<file path="src/rtl/serial_sub_pkg.sv">
`default_nettype none
// ============================================================================
//  Module      : serial_sub_pkg
//  Description : Shared types and helpers for the bit-serial subtractor.
//                - state_t   : control FSM encoding (IDLE, CALC, DONE)
//                - cnt_w()   : bit-counter width for a given operand width
//                - width_ok(): legality check for the WIDTH parameter
//  Revision    : 1.0 - initial release
// ============================================================================
package serial_sub_pkg;

    typedef enum logic [1:0] {
        IDLE = 2'd0,
        CALC = 2'd1,
        DONE = 2'd2
    } state_t;

    localparam int C_MIN_WIDTH = 1;
    localparam int C_MAX_WIDTH = 32;

    // Counter wide enough to hold 0..width.
    function automatic int cnt_w(input int width);
        return $clog2(width + 1);
    endfunction

    function automatic bit width_ok(input int width);
        return (width >= C_MIN_WIDTH) && (width <= C_MAX_WIDTH);
    endfunction

endpackage
`default_nettype wire

</file>
<file path="src/rtl/full_subtractor_cell.sv">
`default_nettype none
// ============================================================================
//  Module      : full_subtractor_cell
//  Description : One-bit full subtractor, computes x - y - bin.
//  Ports       : x    in  minuend bit
//                y    in  subtrahend bit
//                bin  in  borrow in
//                d    out difference bit
//                bout out borrow out
//  Revision    : 1.0 - initial release
// ============================================================================
module full_subtractor_cell (
    input  logic x,
    input  logic y,
    input  logic bin,
    output logic d,
    output logic bout
);

    assign d    = x ^ y ^ bin;
    // Borrow when y exceeds x outright, or when they are equal and a borrow
    // is already pending.
    assign bout = (~x & y) | (~(x ^ y) & bin);

endmodule
`default_nettype wire

</file>
<file path="src/rtl/serial_subtractor.sv">
`default_nettype none
// ============================================================================
//  Module      : serial_subtractor
//  Description : Bit-serial unsigned subtractor, diff = a - b mod 2^WIDTH.
//                Operands are shifted out LSB first through a single
//                full-subtractor cell and one borrow flip-flop; a result
//                takes WIDTH clocks in CALC.
//  Ports       : clk        in  clock, rising edge
//                rst_n      in  asynchronous active-low reset
//                in_valid   in  operand pair valid
//                in_ready   out operands accepted (IDLE only)
//                a, b       in  minuend / subtrahend (WIDTH bits)
//                out_valid  out result valid (DONE)
//                out_ready  in  consumer takes result
//                diff       out a - b mod 2^WIDTH
//                borrow_out out 1 iff a < b
//                zero       out diff == 0
//                busy       out high in CALC and DONE
//  Revision    : 1.0 - initial release
// ============================================================================
module serial_subtractor
    import serial_sub_pkg::*;
#(
    parameter int WIDTH = 4
) (
    input  logic             clk,
    input  logic             rst_n,
    input  logic             in_valid,
    output logic             in_ready,
    input  logic [WIDTH-1:0] a,
    input  logic [WIDTH-1:0] b,
    output logic             out_valid,
    input  logic             out_ready,
    output logic [WIDTH-1:0] diff,
    output logic             borrow_out,
    output logic             zero,
    output logic             busy
);

    localparam int                 C_CNT_W = cnt_w(WIDTH);
    localparam logic [C_CNT_W-1:0] C_LAST  = C_CNT_W'(WIDTH - 1);
    localparam logic [C_CNT_W-1:0] C_ONE   = C_CNT_W'(1);

    generate
        if (!width_ok(WIDTH)) begin : g_width_illegal
            $fatal(1, "serial_subtractor: WIDTH must be in 1..32");
        end
    endgenerate

    state_t             r_state;
    state_t             w_state_next;

    logic [WIDTH-1:0]   r_a;
    logic [WIDTH-1:0]   r_b;
    logic [WIDTH-1:0]   r_res;
    logic [C_CNT_W-1:0] r_cnt;
    logic               r_borrow;
    logic [WIDTH-1:0]   r_diff;
    logic               r_borrow_out;
    logic               r_zero;

    logic               w_d;
    logic               w_bout;
    logic [WIDTH-1:0]   w_res_next;
    logic               w_last;

    full_subtractor_cell u_cell (
        .x    (r_a[0]),
        .y    (r_b[0]),
        .bin  (r_borrow),
        .d    (w_d),
        .bout (w_bout)
    );

    // The new difference bit enters at the MSB; after WIDTH shifts the
    // first (LSB) bit has arrived at position 0.
    generate
        if (WIDTH == 1) begin : g_res_w1
            assign w_res_next = w_d;
        end else begin : g_res_wn
            assign w_res_next = {w_d, r_res[WIDTH-1:1]};
        end
    endgenerate

    assign w_last = (r_state == CALC) && (r_cnt == C_LAST);

    // ---------------------------------------------------------------- FSM
    always_ff @(posedge clk or negedge rst_n) begin
        if (!rst_n) begin
            r_state <= IDLE;
        end else begin
            r_state <= w_state_next;
        end
    end

    always_comb begin
        w_state_next = r_state;
        in_ready     = 1'b0;
        out_valid    = 1'b0;
        busy         = 1'b0;
        case (r_state)
            IDLE: begin
                in_ready = 1'b1;
                if (in_valid) begin
                    w_state_next = CALC;
                end
            end
            CALC: begin
                busy = 1'b1;
                if (w_last) begin
                    w_state_next = DONE;
                end
            end
            DONE: begin
                out_valid = 1'b1;
                busy      = 1'b1;
                if (out_ready) begin
                    w_state_next = IDLE;
                end
            end
            default: begin
                w_state_next = IDLE;
            end
        endcase
    end

    // ----------------------------------------------------------- datapath
    always_ff @(posedge clk or negedge rst_n) begin
        if (!rst_n) begin
            r_a          <= '0;
            r_b          <= '0;
            r_res        <= '0;
            r_cnt        <= '0;
            r_borrow     <= 1'b0;
            r_diff       <= '0;
            r_borrow_out <= 1'b0;
            r_zero       <= 1'b0;
        end else begin
            case (r_state)
                IDLE: begin
                    if (in_valid) begin
                        r_a      <= a;
                        r_b      <= b;
                        r_res    <= '0;
                        r_cnt    <= '0;
                        r_borrow <= 1'b0;
                    end
                end
                CALC: begin
                    r_a      <= r_a >> 1;
                    r_b      <= r_b >> 1;
                    r_res    <= w_res_next;
                    r_borrow <= w_bout;
                    r_cnt    <= r_cnt + C_ONE;
                    // Result registers only change here, so they hold
                    // through DONE and after the output handshake.
                    if (w_last) begin
                        r_diff       <= w_res_next;
                        r_borrow_out <= w_bout;
                        r_zero       <= (w_res_next == '0);
                    end
                end
                default: begin
                end
            endcase
        end
    end

    assign diff       = r_diff;
    assign borrow_out = r_borrow_out;
    assign zero       = r_zero;

endmodule
`default_nettype wire

</file>
<file path="config.mk">
export PLATFORM = sky130hd
export DESIGN_NAME = serial_subtractor
export DESIGN_NICKNAME = d
export VERILOG_FILES = /design/src/rtl/serial_sub_pkg.sv /design/src/rtl/full_subtractor_cell.sv /design/src/rtl/serial_subtractor.sv
export SDC_FILE = /design/constraint.sdc
export NUM_CORES = 1
export LEC_CHECK = 0
export ABC_AREA = 1
export CORE_ASPECT_RATIO = 1.25
export CORE_MARGIN = 2
export CORE_UTILIZATION = 54
export CTS_CLUSTER_SIZE = 28
export DETAILED_ROUTE_END_ITERATION = 8
export GPL_TIMING_DRIVEN = 0
export PLACE_DENSITY = 0.82
export SLEW_MARGIN = 20
export SYNTH_ARGS = -nofsm -noshare
export SYNTH_HDL_FRONTEND = slang
export SYNTH_SLANG_ARGS = --single-unit
</file>
<file path="constraint.sdc">
create_clock -name clk -period 2.3 [get_ports clk]
set_input_delay 0.345 -clock clk [delete_from_list [all_inputs] [get_ports clk]]
set_output_delay 0.345 -clock clk [all_outputs]
set_load 0.01 [all_outputs]
</file>
==> out/results.ini, run 1 <==
[outcome]
status = finished with violations
violations = negative hold slack

[clock_network]
clk_latency_ns = 0.31
cts_tree = built
htree_num_levels = 1
cts.sinks = 23
cts_setup_buffers = 0
clk_pin_slew_ns = 0.12
cts_root_buffer = clkbuf_4
cts_resized = 0
holdBufCountCts = 0
cts_max_path_buffers = 2
cts_buffers = 3

[placed_design]
io_buffers = 20
hpwl_um = 1600
globalplace.congestion = 0.781
dp.cells = 180
dp_worst_setup_slack_ns = 0.700

[floorplan]
coreArea_mm2 = 0.00198
die_h_um = 55.0
fp.dieArea_mm2 = 0.00247
rows = 18
start_util_pct = 56.8
chipWidth_um = 44.8
ios = 21

[setup_path]
cp-start-kind = register
required_ns = 1.96
crit_buf_inv = 2
end_kind = output pin
path_max_fanout = 4
path_cells = inv_1, ha_1, clkdlybuf4s50_1
worstSetupPathType = register to output pin
worstPathArrival_ns = 1.60
max_stage_delay_ns = 0.56
cp_slowest_cell = clkdlybuf4s50_1
critical_path.top_delay_family = buffers and inverters

[job]
cap_violations = 0

[timing]
setup_tns_ns = 0
fmax_mhz = 514
setup_ws_ns = 0.355
max_slew.worst_pin.slew_ns = 0.501
relSlewSlack_pct = 66.6
hold_slack_ns = -0.0161
period_share_pct = 84.6
setup_viol = 0
rsz0062_at_grt = no
period_minus_slack_ns = 1.95
maxSlewViolCount = 0
fin_worst_skew_ns = 0.00328
hold_viol = 23

[power_and_ir_drop]
p_per_area_mw_per_mm2 = 1210
ir_worst_vdd_v = 0.000720
power.leakage_nw = 0.764
power_mw = 1.67

[synthesis]
yosys-top-cells-count = nand2_1 (62), dfrtp_1 (23), nand3_1 (21)
synth-simple-area-share_pct = 33.9
synth-edff-count = 0
synthTopCellsByArea = dfrtp_1 (51%), nand2_1 (21%), nand3_1 (9.3%)
syn-instance-count = 140
yosysTopAreaCellShare_pct = 51.2
synth.net_count = 158
yosys.area.top_type = dfrtp_1
synthFlopType = dfrtp_1
synth_compound_area_share_pct = 1.33
synth_fa_ha_area_share_pct = 7.34
synth.avg_cell_area_um2 = 8.03
synth-xor-area-share_pct = 0
synth_mux_area_share_pct = 0
ys_seq_area_share_pct = 51.2
synth_most_common_cell = nand2_1
synth_top_family_by_area = simple AND/OR/NAND/NOR gates
ys_ff_latch = 23
synth_area_mm2 = 0.00112
ys_types = 14
ys_warn_count = 0
async_flop_share_pct = 100

[drt]
vias = 965
drtPass1Iterations = 4
drc = 0
via_per_inst = 5.24
wirelength_um = 2170
avgRoutedWirePerCell_um = 11.8
drt_iter0_markers = 15
detail-route-antenna-nets = 0

[layout]
insertedDiodeCount = 0
syn2layout_area_growth_pct = 22.0
fillers = 175
instances_no_fill = 184
seqCellArea_um2 = 576
drive_gt1_share_pct = 6.10
multi_input_area_um2 = 479
fin_nets = 183

[global_route]
grt_overflow_total = 0
grt_start_max_net_pins = 24
grt_pass1_wl_um = 3830
track_usage_pct = 21.0
antenna_found_initial = 0
grt_pass1_vias = 935

[worst_hold_path]
min_path_type = primary input to asynchronous set/reset pin

[cells in the final DEF, fill, tap and decap left out]
cell type / instances
clkdlybuf4s50_1: 19
nand2_2: 2
nand4_1: 2
clkinv_2: 1
o21ai_0: 2
ha_1: 5
clkbuf_4: 3
dfrtp_1: 23
inv_1: 14
buf_4: 1
nor2_1: 3
buf_2: 3
fa_1: 1
nand2_1: 62
nand3_1: 21
nand3b_1: 1
a21oi_1: 1
[per-stage QoR]
step	area (um2)	util (%)	hold slack [ns]
4_1_cts	1380	69.5	0.499
5_1_grt	1370	69.3	0.0124
6_report	1370	69.3	-0.0161
3_3_place_gp	1350	68.1	0.453
2_1_floorplan	1120	-	0.0494
3_5_place_dp	1350	68.1	0.469
[logic make-up after synthesis]
family,Yosys count
simple gates,91
buf+inv,17
fa+ha+maj,6
compound gates,3
flops,23
[final timing paths]
| path | endpoint | slack (ns) | cells past startpoint | from |
|---|---|---|---|---|
| min in group clk | zero | 0.49 | 2 | zero |
| max | in_ready | 0.35 | 3 | r_state[1] |
| max reg2reg | r_res[1] | 0.83 | 6 | r_state[0] |
| max in group asynchronous | diff[0] | 1.98 | 1 | rst_n |
| min | r_cnt[2] | -0.02 | 1 | rst_n |
| min reg2reg | zero | 0.49 | 2 | zero |
[sequential cells by signal, indices dropped and copies added (netlist names)]
signal,flops
r_cnt,3
r_state,2
r_res,3
diff,4
borrow_out,1
r_borrow,1
r_b,4
zero,1
r_a,4
[cell type report]
class / count / area share [%]
clock buffer: 3 / 1.64
inverter: 14 / 3.83
clock inverter: 1 / 0.365
tap: 20 / 1.82
timing repair buffer: 20 / 14.2
sequential: 23 / 41.9
multi-input combinational: 100 / 34.9
buffer: 3 / 1.28
[worst reg2reg max path: stages, from the launching register on]
cell     delay [ns]
dfrtp_1        0.40
inv_1          0.07
ha_1           0.24
nand2_1        0.24
buf_2          0.29
nand3_1        0.11
nand2_1        0.08
[per-layer routing]
| layer | vias to the layer above | global-route usage [%] | share of wire, % |
|---|---|---|---|
| met3 | 2 | 2.92 | 3.8 |
| met4 | 0 | 6.86 | 0.28 |
| met1 | 453 | 24.8 | 43 |
| met2 | 21 | 39.1 | 53 |
| met5 | - | 0 | 0 |
| li1 | 489 | - | - |
[report_power, final]
| group | leakage (nW) | switching, mW | internal [mW] | total, mW |
|---|---|---|---|---|
| clock | 0.0177 | 0.119 | 0.0649 | 0.184 |
| sequential | 0.301 | 0.101 | 0.573 | 0.673 |
| combinational | 0.446 | 0.467 | 0.342 | 0.809 |
No activity file was read; power rests on OpenSTA's default activity.
==> run 2, diff against run 1 <==
Settings changed: CORE_UTILIZATION 54 to 45, PLACE_DENSITY 0.82 to 0.73.
Clock period 2.3 ns to 1.7 ns, I/O delays scaled along.
==> out/results.ini, run 2 (same netlist as run 1, synthesis figures left out) <==
[outcome]
status = complete, no violations

[layout]
mostFrequentLayoutCells = nand2_1 (62), dfrtp_1 (23), nand3_1 (21), clkdlybuf4s50_1 (16), inv_1 (14)
instances_no_fill = 200
drive_gt1_share_pct = 7.19
syn2layout_area_growth_pct = 25.4
final_area_mm2 = 0.00141
fin_nets = 186
final_util_pct = 58.7
insertedDiodeCount = 0
final_common_cell = nand2_1

[timing]
max_slew.worst_pin.slew_ns = 0.510
setup_tns_ns = 0
period_minus_slack_ns = 1.57
setup_ws_ns = 0.129
hold_slack_ns = 0.444
fmax_mhz = 636
hold_viol = 0
setup_viol = 0
maxSlewViolCount = 0
rsz0062_at_grt = no
period_share_pct = 92.4
fin_worst_skew_ns = 0.00349
relSlewSlack_pct = 66.0

[floorplan]
chipWidth_um = 48.7
die_h_um = 59.9
start_util_pct = 46.8
ios = 21
fp.dieArea_mm2 = 0.00292
coreArea_mm2 = 0.00240
rows = 20

[drt]
drtPass1Iterations = 4
detail-route-antenna-nets = 0
vias = 983
avgRoutedWirePerCell_um = 10.8
drc = 0
drt_iter0_markers = 10
via_per_inst = 4.92
wirelength_um = 2160

[setup_path]
worstSetupPathType = register to output pin
worstPathArrival_ns = 1.32
required_ns = 1.44
path_max_fanout = 4
end_kind = output pin
cp-start-kind = register

[placed_design]
dp_worst_setup_slack_ns = 0.189
globalplace.congestion = 0.757
dp.cells = 193
place_area_mm2 = 0.00137
io_buffers = 20
hpwl_um = 1630

[global_route]
grt_pass1_vias = 996
grt_pass1_wl_um = 3860
track_usage_pct = 17.1
grt_start_max_net_pins = 24
antenna_found_initial = 0
grt_overflow_total = 0

[power_and_ir_drop]
ir_worst_vdd_v = 0.000703
power.leakage_nw = 0.787
pwr-share-clk_pct = 10.8
swShare_pct = 41.1
intPower_mw = 1.32
p_per_area_mw_per_mm2 = 1590
seqPwrFrac_pct = 40.5
power_mw = 2.24
combPwrFrac_pct = 48.6
power_switching_mw = 0.920

[job]
cap_violations = 0

[clock_network]
clk_latency_ns = 0.30
cts_tree = built
cts_buffers = 3
cts_root_buffer = clkbuf_4
htree_num_levels = 1
cts_max_path_buffers = 2
clk_pin_slew_ns = 0.12
cts.sinks = 23

[worst_hold_path]
min_path_type = primary input to asynchronous set/reset pin

-- run 2: power by group through the flow --
stage / combinational [mW] / clock [mW] / sequential, mW
floorplan: 0.707 / 0 / 0.923
global placement: 1.06 / 0 / 0.912
detailed placement: 1.10 / 0 / 0.926
CTS: 1.10 / 0.259 / 0.908
global route: 1.25 / 0.277 / 0.937
finish: 1.09 / 0.243 / 0.908
-- run 2: worst paths after layout --
check	startpoint	cells after the start	endpoint	slack, ns
setup reg to reg	r_cnt[0]	6	zero	0.24
hold reg to reg	diff[0]	2	diff[0]	0.48
min in group clk	diff[0]	2	diff[0]	0.48
max in group asynchronous	rst_n	2	r_state[0]	0.92
hold / removal	rst_n	2	r_cnt[2]	0.44
setup / recovery	r_state[1]	3	in_ready	0.13
-- run 2: worst max-delay path, cell delays in order, from the launching register on --
cell           delay (ns)
dfrtp_1              0.41
inv_1                0.08
ha_1                 0.23
dlygate4sd2_1        0.29
-- run 2: layout make-up --
class | instances | area, um2
Fill cell | 243 | 992
Clock inverter | 1 | 5.00
Tap cell | 33 | 41.3
Timing Repair Buffer | 23 | 216
Multi-Input combinational cell | 100 | 479
Buffer | 3 | 17.5
Inverter | 14 | 52.6
Clock buffer | 3 | 22.5
Sequential cell | 23 | 576
-- run 2: layer usage --
| metal | GRT usage, % | up-vias | wire (um) |
|---|---|---|---|
| met5 | 0 | - | 0 |
| met4 | 6.94 | 0 | 22 |
| met3 | 2.75 | 4 | 71 |
| met2 | 34.2 | 19 | 1140 |
| met1 | 17.8 | 467 | 926 |
| li1 | - | 493 | - |
-- run 2: timing repair --
action / 4_1_cts / 5_1_grt
hold buffers: 0 / 1
gates resized for setup: 3 / 0
setup buffers: 2 / 0
setup endpoints to repair: 3 / 0
hold endpoints to repair: 0 / 23
==> run 3, diff against run 2 <==
--- a/config.mk
+++ b/config.mk
@@ -8,2 +8,3 @@
 export ABC_AREA = 1
+export CAP_MARGIN = 25
 export CORE_ASPECT_RATIO = 1.25
==> constraint.sdc (replaced) <==
create_clock -name clk -period 1.7 [get_ports clk]
set_input_delay 0.34 -clock clk [delete_from_list [all_inputs] [get_ports clk]]
set_output_delay 0.34 -clock clk [all_outputs]
set_load 0.01 [all_outputs]
==> out/results.ini, run 3 (same netlist as run 1, synthesis figures left out) <==
[power_and_ir_drop]
p_per_area_mw_per_mm2 = 1590
power_switching_mw = 0.933
intPower_mw = 1.34
ir_worst_vdd_v = 0.000769
combPwrFrac_pct = 49.5
seqPwrFrac_pct = 39.8
power.leakage_nw = 0.789
swShare_pct = 41.0
pwr-share-clk_pct = 10.8

[timing]
fin_worst_skew_ns = 0.00149
period_share_pct = 96.4
max_slew.worst_pin.slew_ns = 0.424
hold_slack_ns = 0.325
relSlewSlack_pct = 71.6
period_minus_slack_ns = 1.64
fmax_mhz = 610
maxSlewViolCount = 0
setup_viol = 0
hold_viol = 0

[clock_network]
cts.sinks = 23
cts_buffers = 3
cts_tree = built
htree_num_levels = 1
holdBufCountCts = 0
clk_pin_slew_ns = 0.12
cts_max_path_buffers = 2
clk_latency_ns = 0.30
cts_root_buffer = clkbuf_4

[global_route]
grt_pass1_wl_um = 3950
antenna_found_initial = 0
grt_overflow_total = 0
grt_pass1_vias = 1000
track_usage_pct = 17.3
grt_start_max_net_pins = 17

[setup_path]
critical_path.top_delay_family = flip-flops
required_ns = 1.36
cp-start-kind = register
max_stage_delay_ns = 0.41
rr_worst_depth = 7
cp_slowest_cell = dfrtp_1
r2r_setup_slack_ns = 0.16
worstPathArrival_ns = 1.30
worstReg2RegEnd = r_a[1]
end_kind = output pin
reg2reg_from = r_state[0]
path_cells = inv_2, ha_2, clkdlybuf4s15_1
crit_buf_inv = 2
path_max_fanout = 2
worstSetupPathType = register to output pin

[layout]
drive_gt1_share_pct = 8.93
insertedDiodeCount = 0
fillers = 230
final_common_cell = nand2_1
fin_nets = 187
final_util_pct = 59.6
mostFrequentLayoutCells = nand2_1 (62), dfrtp_1 (23), nand3_1 (21), clkdlybuf4s50_1 (17), inv_1 (13)
syn2layout_area_growth_pct = 27.4
final_area_mm2 = 0.00143

[drt]
drc = 0
via_per_inst = 4.95
drt_iter0_markers = 25
drtPass1Iterations = 4
avgRoutedWirePerCell_um = 11.0
detail-route-antenna-nets = 0
wirelength_um = 2210
vias = 995

[placed_design]
globalplace.congestion = 0.757
hpwl_um = 1680
place_area_mm2 = 0.00138
io_buffers = 20

[floorplan]
coreArea_mm2 = 0.00240
fp.dieArea_mm2 = 0.00292
rows = 20
chipWidth_um = 48.7
start_util_pct = 46.8
die_h_um = 59.9
ios = 21

[outcome]
status = complete, no violations

[worst_hold_path]
min_path_type = primary input to asynchronous set/reset pin

[job]
cap_violations = 0

-- run 3: cell types whose count changed in the layout (fill, tap and decap cells not counted) --
| cell | delta |
|---|---|
| dlygate4sd2_1 | -2 |
| ha_1 | -1 |
| buf_2 | -1 |
| buf_8 | +1 |
| ha_2 | +1 |
| clkdlybuf4s50_1 | +1 |
| inv_2 | +1 |
| buf_4 | +1 |
| inv_1 | -1 |
| dlygate4sd3_1 | -1 |
| clkdlybuf4s15_1 | +2 |
-- run 3: per-stage QoR --
stage                     setup WS (ns)  power (mW)   TNS, ns  instances
final                            0.0613        2.28         0        201
after global routing           -0.00146        2.50  -0.00146        201
after floorplan                   0.389        1.63         0        140
after global placement           0.0656        1.98         0        193
after CTS                        0.0396        2.27         0        200
after detailed placement          0.117        2.03         0        194
-- run 3: how the worst max path moves through the flow --
stage	from	slack (ns)	end	depth (start not counted)
floorplan	r_state[0]	0.39	r_a[2]	6
global placement	rst_n	0.07	r_b[1]	1
detailed placement	r_state[0]	0.12	in_ready	3
CTS	r_state[1]	0.04	out_valid	3
global route	r_state[1]	-0.001	in_ready	3
finish	r_state[1]	0.06	busy	3
-- run 3: power by group through the flow --
stage                     clock network (mW)  logic (mW)  registers [mW]
after global routing                   0.282        1.28           0.936
after CTS                              0.255        1.11           0.907
after detailed placement                   0        1.10           0.923
after global placement                     0        1.06           0.912
final                                  0.245        1.13           0.906
after floorplan                            0       0.707           0.923
-- run 3: layout make-up --
| type | count | area [um2] | share of cell area [%] |
|---|---|---|---|
| Tap cell | 33 | 41.3 | 2.88 |
| Inverter | 14 | 52.6 | 3.67 |
| Clock buffer | 3 | 22.5 | 1.57 |
| Multi-Input combinational cell | 100 | 482 | 33.6 |
| Clock inverter | 1 | 5.00 | 0.349 |
| Sequential cell | 23 | 576 | 40.2 |
| Timing Repair Buffer | 24 | 236 | 16.5 |
| Buffer | 3 | 17.5 | 1.22 |
-- run 3: per-layer routing --
layer	vias to the layer above	share of wire, %	global-route usage, %
met5	-	0	0
met4	0	0.54	4.08
met3	2	3.8	3.75
met2	23	53	34.8
met1	471	43	18.4
li1	499	-	-
-- run 3: repair_timing --
item / in CTS / in global routing
setup endpoints to repair: 3 / 3
buffers inserted: 2 / 1
resized for setup: 3 / 4
